===== src/rtl/calc_sequencer.sv =====
// Central control FSM for the four-digit slider calculator: sequences operand entry,
// supervises the multi-cycle ALU request and selects what the display shows.
module calc_sequencer #(
   parameter int WIDTH          = 14,
   parameter int MAX_VALUE      = 9999,
   parameter int ALU_TIMEOUT    = 255,
   parameter int BLINK_OVERFLOW = 2**24-1
) (
   input  logic             clk,
   input  logic             reset,
   input  logic             btn_ent,
   input  logic             btn_clr,
   input  logic             op_sel,
   input  logic [WIDTH-1:0] number_1,
   input  logic [WIDTH-1:0] number_2,
   output logic             write_sel,
   output logic             edit_en,
   output logic             edit_clr,
   output logic             alu_start,
   output logic             alu_op,
   output logic [WIDTH-1:0] alu_a,
   output logic [WIDTH-1:0] alu_b,
   input  logic             alu_done,
   input  logic [WIDTH-1:0] alu_result,
   input  logic             alu_ovf,
   output logic [WIDTH-1:0] display_number,
   output logic             display_blank,
   output logic [2:0]       phase
);

   localparam int TW = (ALU_TIMEOUT > 1) ? $clog2(ALU_TIMEOUT + 1) : 1;
   localparam int BW = (BLINK_OVERFLOW > 1) ? $clog2(BLINK_OVERFLOW + 1) : 1;
   localparam logic [TW-1:0]    TIMEOUT_LAST = TW'(ALU_TIMEOUT);
   localparam logic [BW-1:0]    BLINK_LAST   = BW'(BLINK_OVERFLOW);
   localparam logic [WIDTH-1:0] MAX_W        = WIDTH'(MAX_VALUE);

   typedef enum logic [2:0] {
      EDIT_A  = 3'd0,
      EDIT_B  = 3'd1,
      COMPUTE = 3'd2,
      SHOW    = 3'd3,
      ERROR   = 3'd4
   } state_t;

   state_t           r_state;
   logic             r_writeSel;
   logic             r_editEn;
   logic             r_editClr;
   logic             r_aluStart;
   logic             r_aluOp;
   logic [WIDTH-1:0] r_aluA;
   logic [WIDTH-1:0] r_aluB;
   logic [WIDTH-1:0] r_result;
   logic [TW-1:0]    r_tmoCnt;
   logic [BW-1:0]    r_blinkCnt;
   logic             r_blank;
   logic [WIDTH-1:0] w_display;

   // btn_clr overrides everything; alu_done only matters while COMPUTE is active
   always_ff @(posedge clk) begin
      if (reset) begin
         r_state    <= EDIT_A;
         r_writeSel <= 1'b0;
         r_editEn   <= 1'b1;
         r_editClr  <= 1'b0;
         r_aluStart <= 1'b0;
         r_aluOp    <= 1'b0;
         r_aluA     <= '0;
         r_aluB     <= '0;
         r_result   <= '0;
         r_tmoCnt   <= '0;
         r_blinkCnt <= '0;
         r_blank    <= 1'b0;
      end else begin
         r_editClr  <= 1'b0;
         r_aluStart <= 1'b0;
         if (btn_clr) begin
            r_state    <= EDIT_A;
            r_editEn   <= 1'b1;
            r_writeSel <= 1'b0;
            r_editClr  <= 1'b1;
         end else begin
            case (r_state)
               EDIT_A: begin
                  if (btn_ent) begin
                     r_aluA     <= number_1;
                     r_writeSel <= 1'b1;
                     r_state    <= EDIT_B;
                  end
               end
               EDIT_B: begin
                  if (btn_ent) begin
                     r_aluB     <= number_2;
                     r_aluOp    <= op_sel;
                     r_aluStart <= 1'b1;
                     r_tmoCnt   <= '0;
                     r_editEn   <= 1'b0;
                     r_state    <= COMPUTE;
                  end
               end
               COMPUTE: begin
                  // a done in the timeout cycle still counts as a valid answer
                  if (alu_done) begin
                     if (alu_ovf || (alu_result > MAX_W)) begin
                        r_state    <= ERROR;
                        r_blinkCnt <= '0;
                        r_blank    <= 1'b0;
                     end else begin
                        r_result <= alu_result;
                        r_state  <= SHOW;
                     end
                  end else if (r_tmoCnt == TIMEOUT_LAST) begin
                     r_state    <= ERROR;
                     r_blinkCnt <= '0;
                     r_blank    <= 1'b0;
                  end else begin
                     r_tmoCnt <= r_tmoCnt + TW'(1);
                  end
               end
               SHOW: begin
                  if (btn_ent) begin
                     r_editEn   <= 1'b1;
                     r_writeSel <= 1'b0;
                     r_state    <= EDIT_A;
                  end
               end
               ERROR: begin
                  if (r_blinkCnt == BLINK_LAST) begin
                     r_blinkCnt <= '0;
                     r_blank    <= ~r_blank;
                  end else begin
                     r_blinkCnt <= r_blinkCnt + BW'(1);
                  end
                  if (btn_ent) begin
                     r_editClr  <= 1'b1;
                     r_editEn   <= 1'b1;
                     r_writeSel <= 1'b0;
                     r_state    <= EDIT_A;
                  end
               end
               default: r_state <= EDIT_A;
            endcase
         end
      end
   end

   // Edit states mirror the live slider operands; later states show latched values
   always_comb begin
      w_display = number_1;
      case (r_state)
         EDIT_A:  w_display = number_1;
         EDIT_B:  w_display = number_2;
         COMPUTE: w_display = r_aluB;
         SHOW:    w_display = r_result;
         ERROR:   w_display = MAX_W;
         default: w_display = number_1;
      endcase
   end

   assign display_number = w_display;
   assign display_blank  = (r_state == ERROR) && r_blank;
   assign write_sel      = r_writeSel;
   assign edit_en        = r_editEn;
   assign edit_clr       = r_editClr;
   assign alu_start      = r_aluStart;
   assign alu_op         = r_aluOp;
   assign alu_a          = r_aluA;
   assign alu_b          = r_aluB;
   assign phase          = r_state;

endmodule


===== config.mk =====
export PLATFORM = sky130hd
export DESIGN_NAME = calc_sequencer
export DESIGN_NICKNAME = d
export VERILOG_FILES = /design/src/rtl/calc_sequencer.sv
export SDC_FILE = /design/constraint.sdc
export NUM_CORES = 1
export LEC_CHECK = 0
export CORE_AREA = 3 3 91 137
export DETAILED_ROUTE_END_ITERATION = 7
export DIE_AREA = 0 0 94 140
export PLACE_DENSITY = 0.61
export SYNTH_ARGS = -nofsm -noshare
export SYNTH_HDL_FRONTEND = slang
export SYNTH_SLANG_ARGS = --single-unit

===== constraint.sdc =====
create_clock -name clk -period 2 [get_ports clk]
set_input_delay 0.4 -clock clk [delete_from_list [all_inputs] [get_ports clk]]
set_output_delay 0.4 -clock clk [all_outputs]
set_load 0.1 [all_outputs]

# Yosys cells after proc, flatten, opt, wreduce, memory -nomap -nowiden
# Cells that the tools add are included.
dict set report totals {
  reg_bits 83
}
dict set report op_classes {
  n_addsub 2
  magnitude_cmp 1
  eq_ne 14
  muxes 29
  n_bitwise 4
  reduce_logical 19
}
# op n
set ops {}
lappend ops {{24-bit 2-to-1 mux} 4}
lappend ops {{14-bit one-hot mux with 4 select lines} 1}
lappend ops {{24-bit one-hot mux with 2 select lines} 1}
lappend ops {{24-bit by 1-bit adder with 24-bit output, second input constant} 1}
lappend ops {{24-bit equality test, second input constant} 1}
lappend ops {{8-bit 2-to-1 mux} 3}
lappend ops {{3-bit 2-to-1 mux} 6}
lappend ops {{8-bit one-hot mux with 2 select lines} 1}
lappend ops {{14-bit > comparator, second input constant} 1}
lappend ops {{3-bit one-hot mux with 4 select lines} 1}
lappend ops {{3-bit AND reduction} 4}
lappend ops {{4-bit AND reduction} 3}
lappend ops {{2-bit inequality test, second input constant} 5}
lappend ops {{5-bit AND reduction} 2}
lappend ops {{1-bit 2-to-1 mux} 9}
lappend ops {{8-bit by 1-bit adder with 8-bit output, second input constant} 1}
lappend ops {{8-bit equality test, second input constant} 1}
lappend ops {{2-bit nonzero test} 4}
lappend ops {{3-bit by 2-bit equality test with 1-bit output, second input constant} 2}
lappend ops {{3-bit inequality test, second input constant} 2}
lappend ops {{1-bit one-hot mux with 2 select lines} 3}
lappend ops {{1-bit NOT} 4}
lappend ops {{2-bit OR reduction} 2}
lappend ops {{3-bit by 1-bit equality test with 1-bit output, second input constant} 1}
lappend ops {{other kinds (6)} 6}

# Longest topological paths before layout
dict set report logic_depth {
  word_depth 5
  ltp_mapped 8
}

# Worst setup path before layout
# OpenSTA, ideal clock, no wires.
dict set report synth_path {
  path_type {reg2out}
  startpoint {reg r_state[0], in the netlist phase[0]}
  endpoint {out display_number[11]}
  arrival_ns 4.245
  t_required_ns 1.600
  slack_ns -2.645
  path_stages_with_launch 6
  path_cell_list {dfxtp_1 buf_4 clkbuf_1 clkbuf_1 o22ai_1 a211oi_1}
}
dict set report synth_between {
  elab_chain_cells 2
  elab_cells_between_ends 5
}
# element line
set synth_lines {}
lappend synth_lines {{from (decl)} 45} ;# state_t r_state;
lappend synth_lines {{from (signal assigned)} 62} ;# r_state <= EDIT_A;
lappend synth_lines {{from (signal assigned)} 78} ;# r_state <= EDIT_A;
lappend synth_lines {{from (signal assigned)} 88} ;# r_state <= EDIT_B;
lappend synth_lines {{3-bit equality test, or another cell as far along} 150} ;# case (r_state)
lappend synth_lines {{14-bit one-hot mux with 4 select lines (*)} 150}
lappend synth_lines {{to (decl)} 26} ;# output logic [WIDTH-1:0] display_number,
# Every way passes the cells marked *; elsewhere a longest branch is shown, timed or not.

# Final worst setup path
dict set report layout_path {
  startpoint {reg r_state[0], in the netlist phase[0]}
  endpoint {out display_number[3]}
}
# The elaborated chain is that of the path after synthesis.

==> impl_metrics.json <==
{
  "syn_area_per_cell_sq_um": 8.18,
  "grt.busiest_layer": "met2",
  "grt_usage": 0.221,
  "relSlewSlack": 0.738,
  "cts_tree": "done",
  "clk_pin_slew_worst_paths_ns": 0.06,
  "violations": "negative setup slack",
  "synthXorXnorAreaFrac": 0.0122,
  "cpPeakStageDelay_ns": 0.40,
  "hold_viol": 0,
  "antenna_found_initial": 0,
  "ios": 100,
  "cts.sinks": 83,
  "period_needed_ns": 2.08,
  "synthArstFlopShare": 0,
  "synthAdderAreaFrac": 0.00583,
  "layout-drive-gt1-share": 0.388,
  "place.gp.congestion": 0.858,
  "ys_seq_area_frac": 0.387,
  "diodes": 0,
  "cp-end-kind": "output pin",
  "met3_usage": 0.0537,
  "synth_compound_gate_area_share": 0.215,
  "num_vias": 4685,
  "io_buffer_count": 99,
  "synthMuxAreaShare": 0.0606,
  "worst_ep_arrival_time_ns": 1.68,
  "cp_common_cell": "buf_12",
  "yosysWarnings": 0,
  "cts_hold_buf": 0,
  "grt_first_pass_wirelength_microns": 23000,
  "synth_simple_gate_area_share": 0.266,
  "maxCapViolations": 0,
  "post-route-period-util": 1.04,
  "switchingPower_uw": 1350,
  "fmax_mhz": 480,
  "critPathKind": "register to output pin",
  "ys_ff_latch": 83,
  "syn-cell-area_sq_um": 4300,
  "instances_no_fill": 843,
  "internal-power_uw": 3020,
  "pwr-share-seq": 0.387,
  "ys_types": 62,
  "synth_nets": 576,
  "startpoint_type": "register",
  "met1_usage": 0.251,
  "drtAntennaViolNets": 0,
  "path_cells": "buf_12 -> nor2b_4 -> buf_6 -> a21oi_2 -> o221ai_4 -> buf_12",
  "place_ws_ns": -0.465,
  "die_w_microns": 94,
  "setup_violations": 17,
  "rsz0062_at_grt": "true",
  "synth_top_family_by_area": "simple AND/OR/NAND/NOR gates",
  "viasPerCell": 5.56,
  "fp.dieH_microns": 140,
  "p_leak_uw": 0.00277,
  "setup_slack_ns": -0.0846,
  "clock_path_buffers": 2,
  "overflow": 0,
  "ctsHtreeMaxLevel": 3,
  "wirelength_microns": 14800,
  "initial_core_util": 0.376,
  "outcome": "finished, violations left",
  "grt_pass1_vias": 4553,
  "firstDrtPassIters": 6,
  "syn2layout_area_growth_pct": 66.9,
  "crit_family": "buffers and inverters",
  "worstPathMaxFanout": 8,
  "p_comb_frac": 0.257,
  "dp_cells": 806,
  "crit_required_ns": 1.60,
  "initialDrtViolationCount": 207,
  "worst_slew_pin_slew_ns": 0.388,
  "ir_worst_vdd_v": 0.000446,
  "utilization": 0.628,
  "holdCritPathClass": "register to register",
  "drv_slew": 0,
  "switching_share": 0.309,
  "clock-root-buffer": "clkbuf_16",
  "nNetsFinal": 739,
  "core_area_sq_um": 11400,
  "cts_made_buffers": 9,
  "drc": 0,
  "critical_path_buf_inv_count": 3,
  "fp.dieArea_sq_um": 13200,
  "synth_edf_count": 0,
  "finClkSkew_ns": 0.00593,
  "met2_usage": 0.395,
  "crit_slowest_cell": "dfxtp_4",
  "hpwl_microns": 10400,
  "clk_latency_ns": 0.34,
  "p_clk_frac": 0.356,
  "power.density_nw_per_um2": 610,
  "grt_max_degree": 31,
  "rows": 48,
  "wl_per_cell_microns": 17.6,
  "syn_inst": 525,
  "synth-main-ff-cell": "dfxtp_1"
}
-- synth_stat cells (3+ instances only) --
library cell  instances  share of area
dfxtp_1              83           0.39
o221ai_1              8          0.016
nand3_1              26          0.030
o211ai_1              3         0.0052
buf_6                 4          0.010
and3_2                6          0.010
xnor2_1               6          0.012
or3_1                 3         0.0044
a21oi_1              52          0.061
inv_1                13          0.011
nand4_1              10          0.015
a31oi_1               4         0.0058
nand2_1              78          0.068
buf_2                 5         0.0058
and3_1                5         0.0073
nor2_1               45          0.039
a211oi_1             15          0.026
o21ai_0              21          0.024
nor3_1                7         0.0082
nor4_1                5         0.0073
clkbuf_1             18          0.016
nor2b_1              18          0.026
o22ai_1              11          0.016
mux2i_1              26          0.061
a221o_1               5          0.012
-- final cells by class --
cell class                 instances  area, sq um
inverter                          13         61.3
clock inverter                     2         10.0
timing repair buffer             184         1880
sequential                        83         1700
fill                             968         4240
clock buffer                      14          264
tap                              150          188
multi-input combinational        397         3070
-- layer usage --
metal	up-vias	part of all wire
li1	2255	-
met1	2257	0.36
met2	142	0.55
met3	31	0.059
met4	0	0.026
met5	-	0
-- path summary, 6_finish.rpt --
kind	slack, ns	to	from	depth (start not counted)
worst max-delay path	-0.08	display_number[3]	phase[0]	6
worst min register to register	0.46	alu_a[1]	alu_a[1]	2
worst min-delay path	0.46	alu_a[1]	alu_a[1]	2
worst max register to register	-0.02	r_blinkCnt[16]	phase[0]	7
-- registers in the layout, summed over array words and instances, names as in the netlist, 3 cells and up --
name	cells
r_blinkCnt	24
alu_a	14
alu_b	14
r_result	14
r_tmoCnt	8
phase	3
-- per-stage QoR --
stage	total power, uW	area (sq um)	setup TNS (ns)	hold WS, ns
after floorplan	2390	4840	-3.48	0.458
after global routing	4520	7170	-2.08	0.484
after global placement	2770	6340	-15.65	0.447
after detailed placement	2770	6340	-14.88	0.451
final	4370	7170	-0.916	0.458
after CTS	4380	6850	-1.07	0.462
-- cell families after synthesis --
group                    Yosys count
AO/OA/AOI/OAI                    141
XOR/XNOR                           6
adder cells (fa/ha/maj)            2
buffers and inverters             46
flip-flops                        83
multiplexers                      26
AND/OR/NAND/NOR                  221
-- cell usage in the layout (no fill, tap or decap), drive strengths merged, types with 2 or more instances in the layout --
master,Yosys,final
nor4,7,7
a211oi,16,16
a32oi,2,2
clkdlybuf4s50,0,44
and3,11,12
ha,2,2
nor2b,18,18
a31oi,5,5
nand2,79,79
buf,13,135
clkinv,0,2
a2111oi,2,2
o21ai,22,22
nor2,46,46
o22ai,11,11
a32o,2,2
or2,2,2
a221o,5,5
o211ai,4,4
o32a,2,2
mux2i,26,26
xnor2,6,6
dlymetal6s2s,0,3
nor3,8,8
clkbuf,20,16
nor4b,2,2
nand4,11,11
inv,13,13
a21oi,54,54
or3b,2,2
dfxtp,83,83
nand3,28,28
o221ai,8,8
o2111ai,2,2
and4,2,2
or3,3,3
-- timing repair --
action | CTS | global route
setup buffers | 8 | 7
setup endpoints to repair | 30 | 39
pin swaps | 7 | 11
resized for setup | 46 | 43
gates cloned | 2 | 4
-- worst register-to-register path, stage by stage, from the launching register on --
cell	delay, ns
dfxtp_4	0.37
buf_4	0.14
or3b_4	0.41
a21oi_4	0.17
buf_6	0.13
a31oi_4	0.15
clkbuf_16	0.21
a221o_1	0.33
-- power by group through the flow --
| stage | registers [uW] | clock network, uW | logic [uW] |
|---|---|---|---|
| after floorplan | 1890 | 0 | 505 |
| after global placement | 1730 | 0 | 1040 |
| after detailed placement | 1730 | 0 | 1050 |
| after CTS | 1690 | 1600 | 1090 |
| after global routing | 1690 | 1650 | 1170 |
| final | 1690 | 1560 | 1120 |
Note: power is estimated with default switching activity, not from simulation.
